$ cat src/rtl/slave_port.sv
// Serial-bus slave responder: takes a bit-serial address/burst header, then
// writes deserialised words into local memory or streams memory words back out.
module slave_port #(
    parameter int ADDR_LEN  = 12,
    parameter int DATA_LEN  = 8,
    parameter int BURST_LEN = 12
) (
    input  logic                clk,
    input  logic                reset,
    input  logic                master_valid,
    input  logic                master_ready,
    input  logic                write_en,
    input  logic                read_en,
    input  logic                rx_address,
    input  logic                rx_burst_number,
    input  logic                rx_data,
    output logic                slave_ready,
    output logic                slave_valid,
    output logic                tx_data,
    output logic                tx_done,
    output logic [ADDR_LEN-1:0] mem_addr,
    output logic [DATA_LEN-1:0] mem_wdata,
    output logic                mem_we,
    output logic                mem_re,
    input  logic [DATA_LEN-1:0] mem_rdata
);

    localparam int MAX_AB  = (ADDR_LEN > BURST_LEN) ? ADDR_LEN : BURST_LEN;
    localparam int MAX_LEN = (MAX_AB > DATA_LEN) ? MAX_AB : DATA_LEN;
    localparam int CNT_W   = $clog2(MAX_LEN + 1);

    typedef enum logic [3:0] {
        S_IDLE, S_ADDR, S_BURST, S_WDATA, S_WMEM,
        S_RFETCH, S_RWAIT, S_RDATA, S_DONE
    } state_t;

    state_t               state_reg, state_next;
    logic [CNT_W-1:0]     bit_cnt_reg, bit_cnt_next;
    logic [ADDR_LEN-1:0]  addr_reg, addr_next;
    logic [BURST_LEN-1:0] burst_reg, burst_next;
    logic [BURST_LEN-1:0] last_idx_reg, last_idx_next;
    logic [BURST_LEN-1:0] word_cnt_reg, word_cnt_next;
    logic [DATA_LEN-1:0]  shift_reg, shift_next;
    logic                 is_write_reg, is_write_next;

    logic                 slave_ready_reg, slave_ready_next;
    logic                 slave_valid_reg, slave_valid_next;
    logic                 tx_data_reg, tx_data_next;
    logic                 tx_done_reg, tx_done_next;
    logic [ADDR_LEN-1:0]  mem_addr_reg, mem_addr_next;
    logic [DATA_LEN-1:0]  mem_wdata_reg, mem_wdata_next;
    logic                 mem_we_reg, mem_we_next;
    logic                 mem_re_reg, mem_re_next;

    logic                 enables_lost;
    logic [BURST_LEN-1:0] burst_value;
    logic                 last_word;

    // Losing the latched direction's enable (both low, or a swap) aborts.
    assign enables_lost = is_write_reg ? !write_en : !read_en;
    assign burst_value  = {rx_burst_number, burst_reg[BURST_LEN-1:1]};
    assign last_word    = (word_cnt_reg == last_idx_reg);

    always_ff @(posedge clk) begin
        if (!reset) begin
            state_reg       <= S_IDLE;
            bit_cnt_reg     <= '0;
            addr_reg        <= '0;
            burst_reg       <= '0;
            last_idx_reg    <= '0;
            word_cnt_reg    <= '0;
            shift_reg       <= '0;
            is_write_reg    <= 1'b0;
            slave_ready_reg <= 1'b1;
            slave_valid_reg <= 1'b0;
            tx_data_reg     <= 1'b0;
            tx_done_reg     <= 1'b0;
            mem_addr_reg    <= '0;
            mem_wdata_reg   <= '0;
            mem_we_reg      <= 1'b0;
            mem_re_reg      <= 1'b0;
        end else begin
            state_reg       <= state_next;
            bit_cnt_reg     <= bit_cnt_next;
            addr_reg        <= addr_next;
            burst_reg       <= burst_next;
            last_idx_reg    <= last_idx_next;
            word_cnt_reg    <= word_cnt_next;
            shift_reg       <= shift_next;
            is_write_reg    <= is_write_next;
            slave_ready_reg <= slave_ready_next;
            slave_valid_reg <= slave_valid_next;
            tx_data_reg     <= tx_data_next;
            tx_done_reg     <= tx_done_next;
            mem_addr_reg    <= mem_addr_next;
            mem_wdata_reg   <= mem_wdata_next;
            mem_we_reg      <= mem_we_next;
            mem_re_reg      <= mem_re_next;
        end
    end

    always_comb begin
        state_next    = state_reg;
        bit_cnt_next  = bit_cnt_reg;
        addr_next     = addr_reg;
        burst_next    = burst_reg;
        last_idx_next = last_idx_reg;
        word_cnt_next = word_cnt_reg;
        shift_next    = shift_reg;
        is_write_next = is_write_reg;
        case (state_reg)
            S_IDLE: begin
                if (master_valid && (write_en ^ read_en)) begin
                    state_next    = S_ADDR;
                    is_write_next = write_en;
                    addr_next     = {rx_address, addr_reg[ADDR_LEN-1:1]};
                    bit_cnt_next  = CNT_W'(1);
                    word_cnt_next = '0;
                end
            end
            S_ADDR: begin
                if (master_valid) begin
                    addr_next = {rx_address, addr_reg[ADDR_LEN-1:1]};
                    if (bit_cnt_reg == CNT_W'(ADDR_LEN - 1)) begin
                        state_next   = S_BURST;
                        bit_cnt_next = '0;
                    end else begin
                        bit_cnt_next = bit_cnt_reg + CNT_W'(1);
                    end
                end
            end
            S_BURST: begin
                if (master_valid) begin
                    burst_next = burst_value;
                    if (bit_cnt_reg == CNT_W'(BURST_LEN - 1)) begin
                        // A zero burst count still moves one word.
                        last_idx_next = (burst_value == '0) ? '0 : burst_value - BURST_LEN'(1);
                        state_next    = is_write_reg ? S_WDATA : S_RFETCH;
                        bit_cnt_next  = '0;
                    end else begin
                        bit_cnt_next = bit_cnt_reg + CNT_W'(1);
                    end
                end
            end
            S_WDATA: begin
                if (master_valid) begin
                    shift_next = {rx_data, shift_reg[DATA_LEN-1:1]};
                    if (bit_cnt_reg == CNT_W'(DATA_LEN - 1)) begin
                        state_next   = S_WMEM;
                        bit_cnt_next = '0;
                    end else begin
                        bit_cnt_next = bit_cnt_reg + CNT_W'(1);
                    end
                end
            end
            S_WMEM: begin
                if (last_word) begin
                    state_next = S_DONE;
                end else begin
                    state_next    = S_WDATA;
                    word_cnt_next = word_cnt_reg + BURST_LEN'(1);
                end
            end
            S_RFETCH: state_next = S_RWAIT;
            S_RWAIT: begin
                shift_next   = mem_rdata;
                bit_cnt_next = '0;
                state_next   = S_RDATA;
            end
            S_RDATA: begin
                if (master_ready && slave_valid_reg) begin
                    shift_next = shift_reg >> 1;
                    if (bit_cnt_reg == CNT_W'(DATA_LEN - 1)) begin
                        bit_cnt_next = '0;
                        if (last_word) begin
                            state_next = S_DONE;
                        end else begin
                            state_next    = S_RFETCH;
                            word_cnt_next = word_cnt_reg + BURST_LEN'(1);
                        end
                    end else begin
                        bit_cnt_next = bit_cnt_reg + CNT_W'(1);
                    end
                end
            end
            S_DONE:  state_next = S_IDLE;
            default: state_next = S_IDLE;
        endcase
        if (state_reg != S_IDLE && state_reg != S_DONE && enables_lost) begin
            state_next = S_IDLE;
        end
    end

    // Outputs are decoded from the next state so every strobe is a flop output.
    always_comb begin
        slave_ready_next = (state_next == S_IDLE);
        slave_valid_next = (state_next == S_RDATA);
        tx_data_next     = (state_next == S_RDATA) ? shift_next[0] : 1'b0;
        tx_done_next     = (state_next == S_DONE);
        mem_we_next      = (state_next == S_WMEM);
        mem_re_next      = (state_next == S_RFETCH);
        mem_addr_next    = mem_addr_reg;
        mem_wdata_next   = mem_wdata_reg;
        if (mem_we_next || mem_re_next) begin
            mem_addr_next = addr_reg + ADDR_LEN'(word_cnt_next);
        end
        if (mem_we_next) begin
            mem_wdata_next = shift_next;
        end
    end

    assign slave_ready = slave_ready_reg;
    assign slave_valid = slave_valid_reg;
    assign tx_data     = tx_data_reg;
    assign tx_done     = tx_done_reg;
    assign mem_addr    = mem_addr_reg;
    assign mem_wdata   = mem_wdata_reg;
    assign mem_we      = mem_we_reg;
    assign mem_re      = mem_re_reg;

endmodule

$ cat config.mk
export PLATFORM = sky130hd
export DESIGN_NAME = slave_port
export DESIGN_NICKNAME = d
export VERILOG_FILES = /design/src/rtl/slave_port.sv
export SDC_FILE = /design/constraint.sdc
export NUM_CORES = 1
export LEC_CHECK = 0
export CAP_MARGIN = 20
export CORE_ASPECT_RATIO = 1.75
export CORE_UTILIZATION = 35
export CTS_CLUSTER_SIZE = 8
export DETAILED_ROUTE_END_ITERATION = 8
export GPL_ROUTABILITY_DRIVEN = 0
export PLACE_DENSITY = 0.58
export SYNTH_ARGS = -nofsm -noshare
export SYNTH_HDL_FRONTEND = slang
export SYNTH_SLANG_ARGS = --single-unit
$ cat constraint.sdc
create_clock -name clk -period 4.6 [get_ports clk]
set_clock_uncertainty 0.15 [all_clocks]
set_input_delay 0.92 -clock clk [delete_from_list [all_inputs] [get_ports clk]]
set_output_delay 0.92 -clock clk [all_outputs]
set_load 0.03 [all_outputs]
=== Word-level counts from Yosys, hierarchy flattened ===
Cells that the tools add are included.

* Reduce and logical (&&, ||, !) cells: 20
* Multiplexer cells: 34
* Bitwise gates (word level): 1
* Equality and inequality tests: 20
* Add/subtract/negate cells: 4

{| class="wikitable"
|+ Operator list
! cell !! number
|-
| 2-to-1 mux 12 bit || 7
|-
| 2-to-1 mux 4 bit || 18
|-
| one-hot mux 12 bit (3 select lines) || 1
|-
| equality test 4 x 3 -> 1 bit (second input constant) || 8
|-
| one-hot mux 4 bit (8 select lines) || 1
|-
| one-hot mux 12 bit (2 select lines) || 1
|-
| one-hot mux 8 bit (3 select lines) || 1
|-
| one-hot mux 4 bit (5 select lines) || 1
|-
| 2-to-1 mux 8 bit || 2
|-
| adder 12 x 1 -> 12 bit (second input constant) || 1
|-
| adder 12 bit || 1
|-
| equality test 12 bit || 1
|-
| zero test 12 bit || 1
|-
| subtractor 12 x 1 -> 12 bit (second input constant) || 1
|-
| equality test 4 x 2 -> 1 bit (second input constant) || 2
|-
| equality test 4 bit (second input constant) || 2
|-
| zero test 4 bit || 2
|-
| inequality test 2 bit (second input constant) || 4
|-
| AND reduction 2 bit || 3
|-
| AND reduction 3 bit || 2
|-
| AND reduction 5 bit || 1
|-
| nonzero test 5 bit || 1
|-
| adder 4 x 1 -> 4 bit (second input constant) || 1
|-
| equality test 4 x 1 -> 1 bit (second input constant) || 1
|-
| other kinds (11) || 15
|}

* Logic and storage cells: 95
* Bits of input ports: 17
* Bits in registers: 91
* Output and inout port bits: 26

=== Depth between registers and ports, before layout ===
* Depth in word-level cells: 8
* Gate-level depth with buffers: 19
* Mapped depth without buffers: 18

=== Least setup slack after synthesis ===
OpenSTA, ideal clock, no wires.

* Kind: input to register
* Start point: input port master_valid
* End point: register mem_addr_reg[10], in the netlist mem_addr[10]
* Required time: 4.379 ns
* Stages: 17
* Path slack: 0.657 ns
* Path buffers: 0
* Arrival: 3.723 ns
* Library setup time: 0.071 ns
* Cell sequence: nor2b_1 -> and2_1 -> nand3_1 -> and2_1 -> nand2_1 -> o21ai_0 -> ha_1 -> inv_1 -> fa_1 -> inv_1 -> a21o_1 -> a21oi_1 -> o21ai_0 -> o41ai_1 -> mux2i_1 -> o21bai_1 -> a21oi_1

* Elaborated cells on any way between the ends: 13
* Those cells by class: 1 x add/sub; 2 x eq/ne; 8 x mux; 2 x reduce/logical

{| class="wikitable"
|+ RTL lines
! item !! RTL line !! source
|-
| start, declared || 10 || <nowiki>input logic master_valid,</nowiki>
|-
| logical AND 1 bit || 113 || <nowiki>if (master_valid && (write_en ^ read_en)) begin</nowiki>
|-
| 2-to-1 mux 12 bit || 113 ||
|-
| one-hot mux 12 bit (3 select lines) || 111 || <nowiki>case (state_reg)</nowiki>
|-
| named net word_cnt_next[0] || 42 || <nowiki>logic [BURST_LEN-1:0] word_cnt_reg, word_cnt_next;</nowiki>
|-
| adder 12 bit || 205 || <nowiki>mem_addr_next = addr_reg + ADDR_LEN'(word_cnt_next);</nowiki>
|-
| end signal, assigned || 95 || <nowiki>mem_addr_reg <= mem_addr_next;</nowiki>
|-
| end, declared || 50 || <nowiki>logic [ADDR_LEN-1:0] mem_addr_reg, mem_addr_next;</nowiki>
|}

The timed path passes the listed nets, and every way through them passes these cells.
A chain may end at the register's enable or synchronous reset.

=== Worst setup path after layout ===
* Start point: input port master_valid
* End point: register mem_addr_reg[11], in the netlist mem_addr[11]

The elaborated chain is that of the path after synthesis.

==> results.json <==
{
  "finalCritPeriodShare_pct": 90.9,
  "fin_crit_ns": 4.18,
  "setup_viol": 0,
  "wl_per_cell_um": 15.1,
  "cts_tree": "built",
  "setup.worst_path.class": "in2reg",
  "wl_met2_um": 6480,
  "p_leak_nw": 2.23,
  "dieHeight_um": 153,
  "wl_met3_um": 318,
  "drv_slew": 0,
  "nNetsFinal": 624,
  "holdWs_ns": 0.306,
  "synth_area_leaders": "dfxtp_1 40%, nor2_1 7.0%, mux2i_1 4.8%",
  "syn_inst": 550,
  "drtIter0Drc": 218,
  "dp_slack_ns": 0.0628,
  "synthesis.area_mm2": 0.00455,
  "tightestPinTransition_ns": 0.807,
  "ys_seq_elements": 90,
  "max_slew_margin_pct": 45.8,
  "async_reset_ff_share_pct": 0,
  "tns_ns": 0,
  "synth.distinct_cells": 55,
  "yosysWarnings": 0,
  "end_kind": "flip-flop",
  "drtAntennaViolNets": 0,
  "cts-resized-gates": 0,
  "synth_edf_count": 0,
  "max-cap-violations": 0,
  "port_buffers": 42,
  "die_area_mm2": 0.0135,
  "drcViolationCount": 0,
  "drive_above_1_share_pct": 6.37,
  "vdd_drop_max_uv": 144,
  "coreArea_mm2": 0.0126,
  "io_pins": 43,
  "first_pass_iters": 5,
  "cts_setup_buffers": 0,
  "clockRootBuffer": "clkbuf_16",
  "power.density_mw_per_mm2": 297,
  "crit_required_ns": 4.71,
  "vias_per_cell": 5.30,
  "vias": 4053,
  "clk_pin_slew_ns": 0.06,
  "grt_pass1_wl_um": 18500,
  "start_kind": "input port",
  "clock_sinks": 90,
  "area_delta_synth_final_pct": 20.4,
  "place_inst": 749,
  "antenna_cells": 0,
  "cts_hold_buf": 0,
  "worst_slack_ns": 0.417,
  "grt-ovfl-total": 0,
  "synth_nets": 582,
  "worst-path-max-fanout": 6,
  "highest_layer": "met4",
  "arrival_ns": 4.30,
  "hold_viol": 0,
  "grt_pass1_vias": 3879,
  "detail_route.wirelength_um": 11500,
  "seq_area_frac_synth_pct": 39.6,
  "hp-class": "reg2reg",
  "clockBufferDepth": 2,
  "initial_core_util_pct": 36.2,
  "instances_no_fill": 765,
  "clk_latency_ns": 0.34,
  "grt_start_max_net_pins": 37,
  "postSynthAreaPerCell_um2": 8.28,
  "track_usage_pct": 17.6,
  "die_w_um": 88.2,
  "rows": 54,
  "cts_buffers": 9,
  "synth_ff_type": "dfxtp_1",
  "ctsHtreeMaxLevel": 3,
  "outcome": "complete, no violations",
  "wl_met1_um": 4370,
  "synth_top_area_share_pct": 39.6,
  "rsz0062_at_grt": "no",
  "dp_hpwl_um": 8810,
  "fmax_mhz": 239,
  "antenna_found_initial": 0,
  "final_util_pct": 43.6,
  "yosysTopAreaCell": "dfxtp_1"
}
critical path, cell delays in order:
cell             delay [ns]
clkdlybuf4s50_1        0.47
nor2b_1                0.20
and2_1                 0.19
nand3_1                0.11
buf_4                  0.20
and3_1                 0.18
a21oi_1                0.29
inv_1                  0.09
ha_1                   0.30
a211oi_1               0.25
nor2_1                 0.11
o211ai_1               0.19
nand3_1                0.11
o41ai_1                0.38
nand4_1                0.14
a31oi_1                0.17
cell type report:
class	count	area, um2
Tap cell	168	210
Clock buffer	10	229
Sequential cell	90	1800
Multi-Input combinational cell	422	2600
Inverter	14	52.6
Clock inverter	6	72.6
Fill cell	1286	7080
Timing Repair Buffer	55	518
cell families (layout without fill, tap and decap cells):
| logic type | count (synthesis) | after routing | share of synthesized area [%] |
|---|---|---|---|
| buffers and inverters | 38 | 85 | 3.32 |
| AO/OA/AOI/OAI | 116 | 116 | 17.1 |
| multiplexers | 22 | 22 | 4.84 |
| XOR/XNOR | 30 | 30 | 5.77 |
| AND/OR/NAND/NOR | 239 | 239 | 25.2 |
| flip-flops | 90 | 90 | 39.6 |
| adder cells (fa/ha/maj) | 15 | 15 | 4.29 |
worst paths after layout:
| path | start | end | slack [ns] | depth (start not counted) |
|---|---|---|---|---|
| min reg2reg | mem_wdata[7] | mem_wdata[7] | 0.31 | 2 |
| min | mem_wdata[7] | mem_wdata[7] | 0.31 | 2 |
| max reg2reg | word_cnt_reg[7] | mem_addr[11] | 0.54 | 15 |
| max | master_valid | mem_addr[11] | 0.42 | 16 |
Yosys cell counts (all sizes together), types with 12 or more instances:
library cell / n
dfxtp: 90
clkbuf: 19
a21oi: 33
o21ai: 22
inv: 13
mux2i: 22
a22oi: 12
nand3: 15
and2: 15
ha: 14
nand2: 59
nor2: 86
xor2: 19
nor3: 13
power by group:
group	internal [mW]	total, mW	switching (mW)
Sequential	0.783	0.789	0.00654
Clock	0.429	0.749	0.320
Combinational	0.0401	0.0894	0.0493
routing by layer:
metal	up-vias	track usage, %
li1	2032	-
met1	1897	17.5
met2	96	33.7
met3	28	2.81
met4	0	8.76
met5	-	0
stage by stage:
| step | instance area [um2] | total power, mW |
|---|---|---|
| CTS | 5490 | 1.65 |
| finish | 5490 | 1.63 |
| global route | 5490 | 1.70 |
| floorplan | 4550 | 0.859 |
| global placement | 5180 | 0.896 |
| detailed placement | 5180 | 0.896 |
cell usage in the layout, fill, tap and decap left out, types with 11 or more instances in the layout:
cell,n
dfxtp_1,90
or3_1,11
nand3_1,14
mux2i_1,22
ha_1,14
nor2_1,85
clkdlybuf4s50_1,42
nand2_1,58
buf_4,13
xnor2_1,11
inv_1,13
xor2_1,19
and2_1,15
a211oi_1,11
o21ai_0,19
a22oi_1,12
a21oi_1,33
nor3_1,13
(Power assumes the default switching activity.)
